===== src/rtl/mbist_data_cmp_log_pkg.sv =====
// Shared MBIST comparator definitions: default geometry, log entry layout and
// the failing-bit priority encoder used when an entry is logged.
package mbist_data_cmp_log_pkg;

  localparam int DEF_DATA_WD   = 32;
  localparam int DEF_ADDR_WD   = 10;
  localparam int DEF_ERR_LIMIT = 4;
  localparam int DEF_BIT_WD    = $clog2(DEF_DATA_WD);
  localparam int DEF_CNT_WD    = $clog2(DEF_ERR_LIMIT + 1);

  // Encoder input is sized for the widest supported data bus; callers zero-extend.
  localparam int LSI_MAX_WD    = 256;

  typedef struct packed {
    logic [DEF_ADDR_WD-1:0] addr;
    logic [DEF_BIT_WD-1:0]  bit_idx;
  } err_entry_t;

  function automatic int lowest_set_idx(input logic [LSI_MAX_WD-1:0] vec);
    int idx;
    idx = 0;
    for (int i = LSI_MAX_WD - 1; i >= 0; i--) begin
      if (vec[i]) begin
        idx = i;
      end else begin
        idx = idx;
      end
    end
    return idx;
  endfunction

endpackage


===== src/rtl/mbist_data_cmp_log_if.sv =====
// Compare/status/pop bundle between the MBIST engine, the comparator and the
// repair controller. master = engine/repair side, slave = comparator.
interface mbist_data_cmp_log_if
  import mbist_data_cmp_log_pkg::*;
#(
  parameter int DATA_WD   = DEF_DATA_WD,
  parameter int ADDR_WD   = DEF_ADDR_WD,
  parameter int ERR_LIMIT = DEF_ERR_LIMIT
);
  localparam int BIT_WD = $clog2(DATA_WD);
  localparam int CNT_WD = $clog2(ERR_LIMIT + 1);

  logic               clear;
  logic               compare;
  logic               read_invert;
  logic [DATA_WD-1:0] comp_data;
  logic [DATA_WD-1:0] rxd_data;
  logic [DATA_WD-1:0] bit_mask;
  logic [ADDR_WD-1:0] addr;
  logic               error;
  logic               error_fix;
  logic               correct;
  logic [CNT_WD-1:0]  err_cnt;
  logic [DATA_WD-1:0] fail_bits;
  logic               log_vld;
  logic [ADDR_WD-1:0] log_addr;
  logic [BIT_WD-1:0]  log_bit;
  logic               log_pop;

  modport master (
    output clear, compare, read_invert, comp_data, rxd_data, bit_mask, addr, log_pop,
    input  error, error_fix, correct, err_cnt, fail_bits, log_vld, log_addr, log_bit
  );

  modport slave (
    input  clear, compare, read_invert, comp_data, rxd_data, bit_mask, addr, log_pop,
    output error, error_fix, correct, err_cnt, fail_bits, log_vld, log_addr, log_bit
  );

endinterface


===== src/rtl/mbist_data_cmp_log_err_log.sv =====
// Failing-address log: circular FIFO of {addr, bit} entries with a parallel
// address match over the valid entries, used to suppress duplicate failures.
module mbist_err_log #(
  parameter int ADDR_WD = 10,
  parameter int BIT_WD  = 5,
  parameter int DEPTH   = 4,
  localparam int PTR_WD = (DEPTH > 1) ? $clog2(DEPTH) : 1,
  localparam int OCC_WD = $clog2(DEPTH + 1)
) (
  input  logic               clk,
  input  logic               rst_n,
  input  logic               clear,
  input  logic               push,
  input  logic [ADDR_WD-1:0] push_addr,
  input  logic [BIT_WD-1:0]  push_bit,
  input  logic               pop,
  input  logic [ADDR_WD-1:0] match_addr,
  output logic               hit,
  output logic [ADDR_WD-1:0] head_addr,
  output logic [BIT_WD-1:0]  head_bit,
  output logic [OCC_WD-1:0]  occ
);

  logic [ADDR_WD-1:0] addr_mem_r [DEPTH];
  logic [BIT_WD-1:0]  bit_mem_r  [DEPTH];
  logic [DEPTH-1:0]   valid_r;
  logic [PTR_WD-1:0]  wr_ptr_r;
  logic [PTR_WD-1:0]  rd_ptr_r;
  logic [OCC_WD-1:0]  occ_r;
  logic               pop_s;
  logic               push_s;
  logic               hit_s;

  function automatic logic [PTR_WD-1:0] ptr_inc(input logic [PTR_WD-1:0] p);
    if (p == PTR_WD'(DEPTH - 1)) begin
      return {PTR_WD{1'b0}};
    end else begin
      return p + PTR_WD'(1);
    end
  endfunction

  // Qualify pop/push against occupancy and search the valid entries (pre-pop contents).
  always_comb begin
    pop_s  = pop && (occ_r != {OCC_WD{1'b0}});
    push_s = push && ((occ_r != OCC_WD'(DEPTH)) || pop_s);
    hit_s  = 1'b0;
    for (int i = 0; i < DEPTH; i++) begin
      if (valid_r[i] && (addr_mem_r[i] == match_addr)) begin
        hit_s = 1'b1;
      end else begin
        hit_s = hit_s;
      end
    end
  end

  // FIFO storage, per-entry valid bits, pointers and occupancy.
  always_ff @(posedge clk or negedge rst_n) begin
    if (!rst_n) begin
      valid_r  <= {DEPTH{1'b0}};
      wr_ptr_r <= {PTR_WD{1'b0}};
      rd_ptr_r <= {PTR_WD{1'b0}};
      occ_r    <= {OCC_WD{1'b0}};
      for (int i = 0; i < DEPTH; i++) begin
        addr_mem_r[i] <= {ADDR_WD{1'b0}};
        bit_mem_r[i]  <= {BIT_WD{1'b0}};
      end
    end else if (clear) begin
      valid_r  <= {DEPTH{1'b0}};
      wr_ptr_r <= {PTR_WD{1'b0}};
      rd_ptr_r <= {PTR_WD{1'b0}};
      occ_r    <= {OCC_WD{1'b0}};
      for (int i = 0; i < DEPTH; i++) begin
        addr_mem_r[i] <= {ADDR_WD{1'b0}};
        bit_mem_r[i]  <= {BIT_WD{1'b0}};
      end
    end else begin
      if (pop_s) begin
        valid_r[rd_ptr_r] <= 1'b0;
        rd_ptr_r          <= ptr_inc(rd_ptr_r);
      end
      // Push is written after pop so a full-log pop+push keeps the new entry valid.
      if (push_s) begin
        valid_r[wr_ptr_r]    <= 1'b1;
        addr_mem_r[wr_ptr_r] <= push_addr;
        bit_mem_r[wr_ptr_r]  <= push_bit;
        wr_ptr_r             <= ptr_inc(wr_ptr_r);
      end
      case ({push_s, pop_s})
        2'b10:   occ_r <= occ_r + OCC_WD'(1);
        2'b01:   occ_r <= occ_r - OCC_WD'(1);
        default: occ_r <= occ_r;
      endcase
    end
  end

  assign hit       = hit_s;
  assign head_addr = addr_mem_r[rd_ptr_r];
  assign head_bit  = bit_mem_r[rd_ptr_r];
  assign occ       = occ_r;

endmodule


===== src/rtl/mbist_data_cmp_log.sv =====
// MBIST read-data comparator: two-stage compare/decide pipeline feeding a
// deduplicating failing-address log, sticky fail map and repairability flags.
module mbist_data_cmp_log
  import mbist_data_cmp_log_pkg::*;
#(
  parameter int DATA_WD   = DEF_DATA_WD,
  parameter int ADDR_WD   = DEF_ADDR_WD,
  parameter int ERR_LIMIT = DEF_ERR_LIMIT
) (
  input  logic                 clk,
  input  logic                 rst_n,
  mbist_data_cmp_log_if.slave  bus
);

  localparam int BIT_WD = $clog2(DATA_WD);
  localparam int CNT_WD = $clog2(ERR_LIMIT + 1);

  logic [DATA_WD-1:0] exp_s;
  logic [DATA_WD-1:0] mis_s;
  logic [DATA_WD-1:0] mis_r;
  logic [ADDR_WD-1:0] addr_r;
  logic               vld_r;
  logic               hit_s;
  logic               fail_s;
  logic               new_s;
  logic               push_s;
  logic               ovf_s;
  logic [BIT_WD-1:0]  push_bit_s;
  logic [CNT_WD-1:0]  occ_s;
  logic [ADDR_WD-1:0] head_addr_s;
  logic [BIT_WD-1:0]  head_bit_s;
  logic               error_r;
  logic               error_fix_r;
  logic               correct_r;
  logic [CNT_WD-1:0]  err_cnt_r;
  logic [DATA_WD-1:0] fail_bits_r;

  // Stage-1 mismatch and stage-2 decision: new unique failure either logs or overflows.
  always_comb begin
    exp_s      = bus.read_invert ? ~bus.comp_data : bus.comp_data;
    mis_s      = (exp_s ^ bus.rxd_data) & ~bus.bit_mask;
    fail_s     = vld_r && (|mis_r);
    new_s      = fail_s && !hit_s;
    push_bit_s = BIT_WD'(lowest_set_idx(LSI_MAX_WD'(mis_r)));
    push_s     = 1'b0;
    ovf_s      = 1'b0;
    if (new_s && (err_cnt_r < CNT_WD'(ERR_LIMIT))) begin
      push_s = 1'b1;
    end else if (new_s) begin
      ovf_s = 1'b1;
    end else begin
      push_s = 1'b0;
      ovf_s  = 1'b0;
    end
  end

  // Stage-1 compare register; mismatch/address hold when idle.
  always_ff @(posedge clk or negedge rst_n) begin
    if (!rst_n) begin
      vld_r  <= 1'b0;
      mis_r  <= {DATA_WD{1'b0}};
      addr_r <= {ADDR_WD{1'b0}};
    end else if (bus.clear) begin
      vld_r  <= 1'b0;
      mis_r  <= {DATA_WD{1'b0}};
      addr_r <= {ADDR_WD{1'b0}};
    end else if (bus.compare) begin
      vld_r  <= 1'b1;
      mis_r  <= mis_s;
      addr_r <= bus.addr;
    end else begin
      vld_r  <= 1'b0;
    end
  end

  // Sticky flags, fail map and push counter (counts pushes, never decremented by pops).
  always_ff @(posedge clk or negedge rst_n) begin
    if (!rst_n) begin
      error_r     <= 1'b0;
      error_fix_r <= 1'b0;
      correct_r   <= 1'b0;
      err_cnt_r   <= {CNT_WD{1'b0}};
      fail_bits_r <= {DATA_WD{1'b0}};
    end else if (bus.clear) begin
      error_r     <= 1'b0;
      error_fix_r <= 1'b0;
      correct_r   <= 1'b0;
      err_cnt_r   <= {CNT_WD{1'b0}};
      fail_bits_r <= {DATA_WD{1'b0}};
    end else begin
      error_fix_r <= push_s;
      if (push_s) begin
        err_cnt_r <= err_cnt_r + CNT_WD'(1);
        correct_r <= 1'b1;
      end
      if (ovf_s) begin
        error_r <= 1'b1;
      end
      if (fail_s) begin
        fail_bits_r <= fail_bits_r | mis_r;
      end
    end
  end

  mbist_err_log #(
    .ADDR_WD (ADDR_WD),
    .BIT_WD  (BIT_WD),
    .DEPTH   (ERR_LIMIT)
  ) u_log (
    .clk        (clk),
    .rst_n      (rst_n),
    .clear      (bus.clear),
    .push       (push_s),
    .push_addr  (addr_r),
    .push_bit   (push_bit_s),
    .pop        (bus.log_pop),
    .match_addr (addr_r),
    .hit        (hit_s),
    .head_addr  (head_addr_s),
    .head_bit   (head_bit_s),
    .occ        (occ_s)
  );

  assign bus.error     = error_r;
  assign bus.error_fix = error_fix_r;
  assign bus.correct   = correct_r;
  assign bus.err_cnt   = err_cnt_r;
  assign bus.fail_bits = fail_bits_r;
  assign bus.log_vld   = (occ_s != {CNT_WD{1'b0}});
  assign bus.log_addr  = head_addr_s;
  assign bus.log_bit   = head_bit_s;

endmodule


===== src/flat_wrapper.sv =====
// flat-port wrapper written by rule: the top's interface ports become plain ports
module mbist_data_cmp_log_flat import mbist_data_cmp_log_pkg::*;
#(
  parameter int DATA_WD   = DEF_DATA_WD,
  parameter int ADDR_WD   = DEF_ADDR_WD,
  parameter int ERR_LIMIT = DEF_ERR_LIMIT
)
  (clk, rst_n, bus_clear, bus_compare, bus_read_invert, bus_comp_data, bus_rxd_data, bus_bit_mask, bus_addr, bus_log_pop, bus_error, bus_error_fix, bus_correct, bus_err_cnt, bus_fail_bits, bus_log_vld, bus_log_addr, bus_log_bit);
  mbist_data_cmp_log_if #(.DATA_WD(DATA_WD), .ADDR_WD(ADDR_WD), .ERR_LIMIT(ERR_LIMIT)) bus_i ();
  input  logic clk;
  input  logic rst_n;
  input wire logic [$bits(bus_i.clear)-1:0] bus_clear;
  input wire logic [$bits(bus_i.compare)-1:0] bus_compare;
  input wire logic [$bits(bus_i.read_invert)-1:0] bus_read_invert;
  input wire logic [$bits(bus_i.comp_data)-1:0] bus_comp_data;
  input wire logic [$bits(bus_i.rxd_data)-1:0] bus_rxd_data;
  input wire logic [$bits(bus_i.bit_mask)-1:0] bus_bit_mask;
  input wire logic [$bits(bus_i.addr)-1:0] bus_addr;
  input wire logic [$bits(bus_i.log_pop)-1:0] bus_log_pop;
  output wire logic [$bits(bus_i.error)-1:0] bus_error;
  output wire logic [$bits(bus_i.error_fix)-1:0] bus_error_fix;
  output wire logic [$bits(bus_i.correct)-1:0] bus_correct;
  output wire logic [$bits(bus_i.err_cnt)-1:0] bus_err_cnt;
  output wire logic [$bits(bus_i.fail_bits)-1:0] bus_fail_bits;
  output wire logic [$bits(bus_i.log_vld)-1:0] bus_log_vld;
  output wire logic [$bits(bus_i.log_addr)-1:0] bus_log_addr;
  output wire logic [$bits(bus_i.log_bit)-1:0] bus_log_bit;
  assign bus_i.clear = bus_clear;
  assign bus_i.compare = bus_compare;
  assign bus_i.read_invert = bus_read_invert;
  assign bus_i.comp_data = bus_comp_data;
  assign bus_i.rxd_data = bus_rxd_data;
  assign bus_i.bit_mask = bus_bit_mask;
  assign bus_i.addr = bus_addr;
  assign bus_i.log_pop = bus_log_pop;
  assign bus_error = bus_i.error;
  assign bus_error_fix = bus_i.error_fix;
  assign bus_correct = bus_i.correct;
  assign bus_err_cnt = bus_i.err_cnt;
  assign bus_fail_bits = bus_i.fail_bits;
  assign bus_log_vld = bus_i.log_vld;
  assign bus_log_addr = bus_i.log_addr;
  assign bus_log_bit = bus_i.log_bit;
  mbist_data_cmp_log #(.DATA_WD(DATA_WD), .ADDR_WD(ADDR_WD), .ERR_LIMIT(ERR_LIMIT)) u_core (.clk(clk), .rst_n(rst_n), .bus(bus_i));
endmodule

===== config.mk =====
export PLATFORM = sky130hd
export DESIGN_NAME = mbist_data_cmp_log_flat
export DESIGN_NICKNAME = d
export VERILOG_FILES = /design/src/rtl/mbist_data_cmp_log_pkg.sv /design/src/rtl/mbist_data_cmp_log_if.sv /design/src/rtl/mbist_data_cmp_log_err_log.sv /design/src/rtl/mbist_data_cmp_log.sv /design/src/flat_wrapper.sv
export SDC_FILE = /design/constraint.sdc
export NUM_CORES = 1
export LEC_CHECK = 0
export CAP_MARGIN = 20
export CORE_ASPECT_RATIO = 0.5
export CORE_UTILIZATION = 40
export CTS_BUF_LIST = sky130_fd_sc_hd__clkbuf_4 sky130_fd_sc_hd__clkbuf_8 sky130_fd_sc_hd__clkbuf_16
export DETAILED_ROUTE_END_ITERATION = 16
export GPL_ROUTABILITY_DRIVEN = 0
export MAX_ROUTING_LAYER = met4
export PLACE_DENSITY = 0.67
export SYNTH_ARGS = -nofsm -noshare
export SYNTH_HDL_FRONTEND = slang
export SYNTH_HIERARCHICAL = 1
export SYNTH_SLANG_ARGS = --single-unit

===== constraint.sdc =====
create_clock -name clk -period 3.54 [get_ports clk]
set_input_delay 0.708 -clock clk [delete_from_list [all_inputs] [get_ports clk]]
set_output_delay 0.708 -clock clk [all_outputs]
set_load 0.005 [all_outputs]

==> metrics.md <==
| Metric | Value |
|---|---|
| Largest net degree at the start of global routing | `78` |
| Leak | `roughly 5.0 nW` |
| Via density per instance | `between 5 and 6` |
| Worst-path clk slew | `approximately 70 ps` |
| First-pass GRT wire length | `roughly 33000 um` |
| Mapped Nets | `around 900` |
| Die Y-Extent | `~100 um` |
| Total CTS buffers | `17` |
| Final Critical Period | `roughly 3300 ps` |
| Post-layout util | `a little over half` |
| Synth Area in XOR/XNOR | `between 10% and 20%` |
| Die Area | `21200 um2` |
| Setup_tns | `0 ps` |
| Port bufs | `165` |
| Detailed Place HPWL | `about 14000 um` |
| Global Route Usage Sum | `just over 20%` |
| Antenna violations before repair | `0` |
| Synth Cell Area | `8220 um2` |
| Final setup viols | `0` |
| Num rows | `36` |
| PwrDens | `429 nW/um2` |
| Critical Path Sink Type | `flop` |
| WP data required | `3800 ps` |
| Status | `finished clean` |
| Synth Area in Compound Gates | `under 10%` |
| Vias in the first global route | `between 6000 and 7000` |
| Critical path's slowest cell | `or4_4` |
| Total chip power | `4.60 mW` |
| Unrepaired setup endpoints after global routing | `false` |
| Fillers | `1736` |
| Pre-CTS WS | `roughly 24 ps` |
| Wire length per cell | `between 15 and 20 um` |
| Peak supply drop | `about 0.33 mV` |
| R2R Path Start | `u_core/addr_r[9]` |
| Crit-path cells | `xnor2_1 -> nand4_1 -> nor3_1 -> or4_4 -> nor2b_2 -> nor2b_4 -> o21ai_4 -> inv_1 -> nor2_1 -> fa_2 -> or3b_1 -> and3_1 -> a31oi_1 -> a21oi_1` |
| CP startpoint kind | `flop` |
| Max cap viols | `0` |
| Clock Tree Root | `clkbuf_16` |
| Unique masters post-synth | `between 40 and 50` |
| Residual DRC | `0` |
| Worst-skew pair later-pin latency | `420 ps` |
| Cells after Synth | `789` |
| 1st-pass router iterations | `5` |
| Syn_area_per_cell | `roughly 10 um2` |
| Storage element area | `3820 um2` |
| Vias after detailed routing | `around 6000` |
| Sequential fraction of the synthesis area | `a little under half` |
| Multi-input combinational cell area | `just over 4000 um2` |
| Congestion Overflow GR | `0` |
| Largest family of logic cells by synthesized area | `multiplexers` |
| RR Endpoint | `u_core/u_log/occ[2]` |
| Maximum clock insertion buffer count | `2` |
| Mux cell area share after synthesis | `between 15 and 20%` |
| Hold/Removal Path Class | `input pin to async pin` |
| Fin nets | `roughly 1100` |
| Setup WS post-layout | `between 200 and 250 ps` |
| Io pins | `166` |
| Critical path arrival | `3590 ps` |
| Least-Margin Pin Slew | `987 ps` |
| Setup crit start | `u_core/addr_r[9]` |
| Total number of yosys warnings | `6` |
| DRT antenna net count | `0` |
| Clock sink total | `around 150` |
| Total routed wirelength | `a little over 20000 um` |
| CP top delay family | `simple AND/OR/NAND/NOR gates` |
| Initial Util | `between 40% and 50%` |
| Hold Slack | `268 ps` |
| Crit path buf inv count | `1` |
| CTS tree | `built` |
| Area Overhead vs Synth | `30.3%` |
| H-tree levels | `4` |
| Synth Area in Simple Gates | `approximately 14%` |
| Final period util | `94.1%` |
| F_max | `0.300 GHz` |
| Pins Over Slew Limit | `0` |
| Fraction of the mapped netlist area in adder cells | `between 1.5 and 2%` |
| Hold Vio Cnt, Final | `0` |
| Die X-Extent | `a little over 200 um` |
| Largest fanout on the critical path | `8` |
| End of the critical path | `u_core/u_log/occ[2]` |
| ANT cells | `0` |
| Crit Path Category | `flop to flop` |
| Synth Register Bits | `around 150` |
| DRT iter0 DRCs | `325` |
| Core area | `19800 um2` |
| Crit. path cell count | `14` |
| Reg2Reg Depth | `14` |
| Layout cell share with drive strength beyond 1 | `about a tenth` |
| Max_slew headroom | `between 30 and 40%` |
| R2r setup slk | `approximately 210 ps` |
| Worst path max stage delay | `approximately 550 ps` |
| Clk_skew | `~14 ps` |
-- metal layers --
metal / routed length, um / global-route usage [%] / up-vias
met4: 137 / 4.82 / 0
li1: - / - / 2965
met1: 9610 / 27.3 / 3067
met2: 9860 / 33.4 / 118
met3: 742 / 3.01 / 12
met5: 0 / - / -
-- kinds of logic after synthesis --
family	Yosys count
AO/OA/AOI/OAI	79
XOR/XNOR	106
adder cells (fa/ha/maj)	10
buffers and inverters	70
flip-flops	152
multiplexers	120
AND/OR/NAND/NOR	252
-- Yosys cell counts (all sizes together) --
master	count	area [um2]
o311ai	2	17.5
fa	1	20.0
xnor2	73	639
and3	2	12.5
nor2	190	713
a31o	1	8.76
dfrtp	152	3800
nor4	7	43.8
nand2b	2	12.5
buf	16	144
nor2b	4	25.0
o21a	2	15.0
nor3	13	70.1
or3	1	6.26
nand4	9	56.3
inv	18	67.6
o2111ai	1	8.76
mux2i	105	1050
a2111oi	3	26.3
ha	9	113
a21o	1	7.51
o21ai	12	71.3
or3b	1	8.76
xor2	33	289
a31oi	6	37.5
o31ai	3	27.5
nand3	9	95.1
nand2	5	18.8
a21oi	47	235
nand3b	1	7.51
or4b	1	13.8
or4	6	60.1
a221oi	1	8.76
clkbuf	36	135
nor3b	1	7.51
mux4	15	338
-- per-stage QoR --
stage | instance area [um2] | instances
finish | 10700 | 1216
global placement | 10000 | 1178
floorplan | 8230 | 789
global route | 10700 | 1216
CTS | 10600 | 1210
detailed placement | 10000 | 1178
-- layout by cell type, fill, tap and decap left out, drive strengths merged, types with 4 or more instances in the layout --
| cell type | instances |
|---|---|
| mux4 | 15 |
| o21ai | 12 |
| a21oi | 47 |
| dfrtp | 152 |
| nor2b | 4 |
| xnor2 | 73 |
| nor2 | 190 |
| or4 | 6 |
| buf | 19 |
| a31oi | 6 |
| inv | 19 |
| nand2 | 5 |
| nand3 | 9 |
| ha | 9 |
| nor3 | 13 |
| clkdlybuf4s50 | 161 |
| nor4 | 7 |
| mux2i | 105 |
| clkbuf | 22 |
| xor2 | 33 |
| nand4 | 9 |
-- layout make-up --
class	count	share of cell area, %
clock buffer	22	4.44
clock inverter	10	1.34
multi-input combinational	567	38.1
tap	266	3.11
timing repair buffer	181	16.7
sequential	152	35.6
inverter	18	0.631
-- how the worst min path moves through the flow --
stage / end / startpoint
after floorplan: u_core/addr_r[0] / rst_n
after global placement: u_core/bus.fail_bits[3] / u_core/bus.fail_bits[3]
after detailed placement: u_core/bus.fail_bits[1] / u_core/bus.fail_bits[1]
after CTS: u_core/bus.fail_bits[11] / rst_n
after global routing: u_core/bus.fail_bits[10] / rst_n
final: u_core/bus.fail_bits[11] / rst_n
-- state kept, by name, indices dropped and copies added (netlist names), 2 cells and up --
| signal | cells |
|---|---|
| u_core/bus.fail_bits | 32 |
| u_core/u_log/valid_r | 4 |
| u_core/mis_r | 32 |
| u_core/u_log/addr_mem_r | 40 |
| u_core/bus.err_cnt | 3 |
| u_core/u_log/occ | 3 |
| u_core/u_log/bit_mem_r | 20 |
| u_core/u_log/rd_ptr_r | 2 |
| u_core/u_log/wr_ptr_r | 2 |
| u_core/addr_r | 10 |
-- repair_timing --
action	4_1_cts	5_1_grt
endpoints found under the hold margin	0	0
setup endpoints to repair	1	2
hold buffers	0	0
setup buffers	0	6
gates resized for setup	1	12
-- power by group --
group | internal, mW | total (mW) | leakage, nW | switching (mW)
Clock | 1.17 | 1.90 | 0.297 | 0.726
Combinational | 0.414 | 0.815 | 2.60 | 0.401
Sequential | 1.80 | 1.88 | 2.08 | 0.0848
Total | 3.39 | 4.60 | 4.98 | 1.21
Note: power is estimated with default switching activity, not from simulation.
